<file path="src/rtl/clock_meter_if.sv">
// Start/done handshake and result bus of the clock meter.
interface clock_meter_if #(parameter int CNT_W = 16);
  logic             start;
  logic             busy;
  logic             done;
  logic             timeout;
  logic [CNT_W-1:0] period;
  logic [CNT_W-1:0] high_time;

  modport master (output start, input busy, done, timeout, period, high_time);
  modport slave  (input start, output busy, done, timeout, period, high_time);
endinterface

</file>
<file path="src/rtl/clock_meter.sv">
// Measures period and high time of probe_in in clock_in cycles.
// CLOCK_METER_CONTINUOUS_EN: chain measurements back to back after the first start.
module clock_meter #(
  parameter int CNT_W       = 16,
  parameter int SYNC_STAGES = 2,
  parameter int TIMEOUT_CYC = 65535
) (
  input  logic          clock_in,
  input  logic          reset_n,
  input  logic          probe_in,
  clock_meter_if.slave  bus
);
  localparam logic [1:0] IDLE    = 2'd0;
  localparam logic [1:0] ARM     = 2'd1;
  localparam logic [1:0] MEASURE = 2'd2;

  logic [SYNC_STAGES-1:0] sync_q;
  logic                   s_d;
  logic                   s, rise_det, fall_det;
  logic [1:0]             state;
  logic [CNT_W-1:0]       cnt, wait_cnt, period_q, high_q;
  logic                   done_q, timeout_q;
  logic                   start_acc, to_hit;

  always_ff @(posedge clock_in or negedge reset_n) begin
    if (!reset_n) begin
      sync_q <= '0;
      s_d    <= 1'b0;
    end else begin
      sync_q <= {sync_q[SYNC_STAGES-2:0], probe_in};
      s_d    <= sync_q[SYNC_STAGES-1];
    end
  end

  assign s        = sync_q[SYNC_STAGES-1];
  assign rise_det = s & ~s_d;
  assign fall_det = ~s & s_d;

  // the done cycle is still part of the transaction, so start is refused there
  assign start_acc = bus.start && (state == IDLE) && !done_q;
  assign to_hit    = ((state == ARM) || (state == MEASURE)) &&
                     (wait_cnt == CNT_W'(TIMEOUT_CYC - 1));

  always_ff @(posedge clock_in or negedge reset_n) begin
    if (!reset_n) begin
      state     <= IDLE;
      cnt       <= '0;
      wait_cnt  <= '0;
      period_q  <= '0;
      high_q    <= '0;
      done_q    <= 1'b0;
      timeout_q <= 1'b0;
    end else begin
      done_q <= 1'b0;
      case (state)
        IDLE: begin
          if (start_acc) begin
            state     <= ARM;
            wait_cnt  <= '0;
            timeout_q <= 1'b0;
          end
        end
        ARM, MEASURE: begin
          wait_cnt <= wait_cnt + 1'b1;
          cnt      <= cnt + 1'b1;
          if (to_hit) begin
            period_q  <= '1;
            high_q    <= '1;
            timeout_q <= 1'b1;
            done_q    <= 1'b1;
            state     <= IDLE;
          end else if (state == ARM) begin
            if (rise_det) begin
              cnt   <= CNT_W'(1);
              state <= MEASURE;
            end
          end else begin
            if (fall_det) high_q <= cnt;
            if (rise_det) begin
              period_q <= cnt;
              done_q   <= 1'b1;
`ifdef CLOCK_METER_CONTINUOUS_EN
              // terminating edge opens the next period
              cnt      <= CNT_W'(1);
              wait_cnt <= '0;
              state    <= MEASURE;
`else
              state    <= IDLE;
`endif
            end
          end
        end
        default: state <= IDLE;
      endcase
    end
  end

  assign bus.busy      = (state != IDLE) | done_q;
  assign bus.done      = done_q;
  assign bus.timeout   = timeout_q;
  assign bus.period    = period_q;
  assign bus.high_time = high_q;
endmodule

</file>
<file path="src/flat_wrapper.sv">
// flat-port wrapper written by rule: the top's interface ports become plain ports
module clock_meter_flat 
#(
  parameter int CNT_W       = 16,
  parameter int SYNC_STAGES = 2,
  parameter int TIMEOUT_CYC = 65535
)
  (clock_in, reset_n, probe_in, bus_start, bus_busy, bus_done, bus_timeout, bus_period, bus_high_time);
  clock_meter_if #(.CNT_W(CNT_W)) bus_i ();
  input  logic clock_in;
  input  logic reset_n;
  input  logic probe_in;
  input wire logic [$bits(bus_i.start)-1:0] bus_start;
  output wire logic [$bits(bus_i.busy)-1:0] bus_busy;
  output wire logic [$bits(bus_i.done)-1:0] bus_done;
  output wire logic [$bits(bus_i.timeout)-1:0] bus_timeout;
  output wire logic [$bits(bus_i.period)-1:0] bus_period;
  output wire logic [$bits(bus_i.high_time)-1:0] bus_high_time;
  assign bus_i.start = bus_start;
  assign bus_busy = bus_i.busy;
  assign bus_done = bus_i.done;
  assign bus_timeout = bus_i.timeout;
  assign bus_period = bus_i.period;
  assign bus_high_time = bus_i.high_time;
  clock_meter #(.CNT_W(CNT_W), .SYNC_STAGES(SYNC_STAGES), .TIMEOUT_CYC(TIMEOUT_CYC)) u_core (.clock_in(clock_in), .reset_n(reset_n), .probe_in(probe_in), .bus(bus_i));
endmodule
</file>
<file path="config.mk">
export PLATFORM = sky130hd
export DESIGN_NAME = clock_meter_flat
export DESIGN_NICKNAME = d
export VERILOG_FILES = /design/src/rtl/clock_meter_if.sv /design/src/rtl/clock_meter.sv /design/src/flat_wrapper.sv
export SDC_FILE = /design/constraint.sdc
export NUM_CORES = 1
export LEC_CHECK = 0
export CORE_ASPECT_RATIO = 0.7
export CORE_MARGIN = 2
export CORE_UTILIZATION = 59
export DETAILED_ROUTE_END_ITERATION = 6
export MAX_ROUTING_LAYER = met4
export PLACE_DENSITY = 0.95
export SYNTH_ARGS = -nofsm -noshare
export SYNTH_HDL_FRONTEND = slang
export SYNTH_SLANG_ARGS = --single-unit
</file>
<file path="constraint.sdc">
create_clock -name clock_in -period 3.4 [get_ports clock_in]
set_clock_uncertainty 0.15 [all_clocks]
set_input_delay 0.51 -clock clock_in [delete_from_list [all_inputs] [get_ports clock_in]]
set_output_delay 0.51 -clock clock_in [all_outputs]
set_load 0.005 [all_outputs]
</file>
==> impl_metrics.ini <==
[routing]
drt_wl_total_um = 7209
dr.first_iter.drc_count = 268
topRoutingLayerUsed = met4
remaining_drc_errors = 0
dr.pass1.iters = 5
dr_wl_met3_um = 501
viasPerCell = 6.306
post_drt_wl_per_cell_um = 18.39
met2_wirelength_um = 3378
met1Wirelength_um = 3230
drt.antenna.violating_nets = 0
num_vias = 2472

[place]
port_buffers = 38
place.detailed.instances = 376
placer_congestion = 0.8916
post-dp-hpwl_um = 4803

[clocking]
cts_max_level = 3
cts_sinks = 71
cts_inserted_buffers = 9
post-cts-setup-buffers = 0
tritoncts = yes
cts.repair.resized = 0
hold_buffers = 0
clkSlewWorstSetupHoldPaths_ns = 0.07
clkLatencyLatePin_ns = 0.35
clockRootBuffer = sky130_fd_sc_hd__clkbuf_8
clockBufferDepth = 2

[finish]
layout.cells.most_common = sky130_fd_sc_hd__dfrtp_1
most-common-layout-cells = 71 x sky130_fd_sc_hd__dfrtp_1, 37 x sky130_fd_sc_hd__clkdlybuf4s50_1, 21 x sky130_fd_sc_hd__nor2_1
layout.cells.non_filler = 392
drive_gt1_share_pct = 13.75
final_net_count = 326
layout-area-overhead-vs-synth_pct = 18.98
antenna-diode-count = 0

[run_status]
outcome = finished, final reports clean

[global_routing]
grt_remaining_overflow = 0
antenna_violations_before_repair = 0
maximum_number_of_pins_on_one_net_before_global_route_repair = 72
grt_pass1_wl_um = 12080
vias_in_the_first_global_route = 2324
groute.usage.overall_pct = 27.15

[sta]
fmax_achieved_ghz = 0.3465
finalHoldViolCount = 0
period_utilisation_layout_pct = 84.88
period_needed_ns = 2.886
setup_viol_count_final = 0
unrepaired_setup_endpoints_after_global_routing = no
slew_worst_pin_ns = 1.236
timing.slew.headroom_pct = 17.11
maxSlewViolCount = 0
finalSetupTns_ns = 0

[critical_path]
cp.required_ns = 3.54
critPathCaptureType = flop
start_kind = flop
path_delay_family = compound AO/OA/AOI/OAI gates
slowest_stage = sky130_fd_sc_hd__ha_1
timing.critical_path.fanout_max = 16
cp_slowest_stage_delay_ns = 0.60
cpMostUsedCell = sky130_fd_sc_hd__inv_1
critical_path_class = reg2reg
timing.critical_path.arrival_ns = 3.02
critical_path.n_buffers_inverters = 2
timing.critical_path.cells = inv_1, ha_1, inv_1, nor4b_1, a41o_1, o22a_2

[logic_synthesis]
distinct_cell_type_count_of_the_synthesized_netlist = 48
postSynthNetCount = 289
synth-warning-count = 0
syn-cell-area_um2 = 3237
synth-seq-area-share_pct = 54.89
ys_ff_latch = 71
syn_area_per_cell_um2 = 11.64
synth_area_leader_cell = sky130_fd_sc_hd__dfrtp_1
ys.flop_type = sky130_fd_sc_hd__dfrtp_1
ys_top_cells_by_area = sky130_fd_sc_hd__dfrtp_1 55%, sky130_fd_sc_hd__o22a_2 4.9%, sky130_fd_sc_hd__o22a_1 4.3%
post-synth-top-area-fraction_pct = 54.89
async_reset_ff_share_pct = 100.0
syn-instance-count = 278
synth-edff-count = 0

[floorplan]
die_area_um2 = 6104
die_y_um = 65.97
core_area_um2 = 5258
placement_rows = 22
initial_utilization_pct = 61.57
die_x_um = 92.53
number_of_placed_i_o_pins = 39

[run]
timing.max_cap.violations = 0

[power_and_ir_drop]
power.ir.vdd_worst_mv = 0.5673
leakage_nw = 1.678
cellPowerDensity_nw_per_um2 = 871.4

[worst_hold_path]
min_path_type = in2async
per-stage QoR:
step	total power, mW	hold WS, ns	setup WS (ns)	instance area [um^2]	utilization (%)
floorplan	2.025	0.06441	1.298	3237	-
global placement	2.556	0.1833	0.8533	3635	69.13
detailed placement	2.641	0.1926	0.5769	3635	69.13
CTS	3.368	0.2094	0.5281	3851	73.25
global route	3.557	0.2144	0.3764	3851	73.25
finish	3.356	0.2074	0.5142	3851	73.25
power breakdown:
group	internal (mW)	total, mW	switching (mW)
registers	1.12	1.35	0.228
logic	0.740	1.29	0.554
clock network	0.400	0.716	0.316
total	2.26	3.36	1.10
final timing paths:
kind | from | endpoint | slack (ns) | cells after the start
setup reg to reg | u_core.state[0] | u_core.bus.high_time[14] | 0.51 | 6
hold / removal | reset_n | u_core.bus.period[8] | 0.21 | 2
min in group clock_in | u_core.sync_q[0] | u_core.sync_q[1] | 0.21 | 0
max in group asynchronous | reset_n | u_core.wait_cnt[0] | 2.35 | 2
hold reg to reg | u_core.sync_q[0] | u_core.sync_q[1] | 0.21 | 0
setup / recovery | u_core.state[0] | u_core.bus.high_time[14] | 0.51 | 6
flip-flops by register name, indices dropped and copies added (netlist names):
name,cells
u_core.bus.done,1
u_core.bus.high_time,16
u_core.bus.period,16
u_core.bus.timeout,1
u_core.cnt,16
u_core.s_d,1
u_core.state,2
u_core.sync_q,2
u_core.wait_cnt,16
layout make-up:
class	count	area (um^2)
multi-input combinational	186	1348
tap	72	90.09
inverter	6	22.52
timing repair buffer	41	397.9
sequential	71	1777
clock inverter	4	51.30
clock buffer	12	165.2
fill	342	1406
logic make-up after synthesis:
group,count (synthesis),share of synthesized area (%)
AO/OA/AOI/OAI,73,17.39
XOR/XNOR,15,4.059
adder cells (fa/ha/maj),7,2.706
buffers and inverters,21,3.478
flip-flops,71,54.89
multiplexers,4,1.276
AND/OR/NAND/NOR,87,16.20
synth_stat cells (2+ instances only):
library cell / number
sky130_fd_sc_hd__nand4_1: 10
sky130_fd_sc_hd__or4_1: 3
sky130_fd_sc_hd__buf_2: 5
sky130_fd_sc_hd__xor2_1: 12
sky130_fd_sc_hd__o22a_2: 16
sky130_fd_sc_hd__clkbuf_1: 4
sky130_fd_sc_hd__o2111ai_1: 2
sky130_fd_sc_hd__xnor2_1: 3
sky130_fd_sc_hd__nand2_1: 12
sky130_fd_sc_hd__dfrtp_1: 71
sky130_fd_sc_hd__a21oi_1: 12
sky130_fd_sc_hd__buf_6: 2
sky130_fd_sc_hd__and3_1: 3
sky130_fd_sc_hd__a31oi_1: 2
sky130_fd_sc_hd__ha_1: 7
sky130_fd_sc_hd__o31ai_1: 4
sky130_fd_sc_hd__nand2b_1: 5
sky130_fd_sc_hd__o22a_1: 16
sky130_fd_sc_hd__buf_4: 3
sky130_fd_sc_hd__o21ai_0: 13
sky130_fd_sc_hd__inv_1: 6
sky130_fd_sc_hd__nand3_1: 10
sky130_fd_sc_hd__nor2_1: 21
sky130_fd_sc_hd__or3_1: 6
sky130_fd_sc_hd__mux2i_1: 3
sky130_fd_sc_hd__and4_1: 5
metal layers:
metal  up-vias  GRT usage [%]
met5         -              -
met4         0          6.903
met3        12          8.324
met2        98          40.51
met1      1252          36.87
li1       1110              -
No activity file was read; power rests on OpenSTA's default activity.
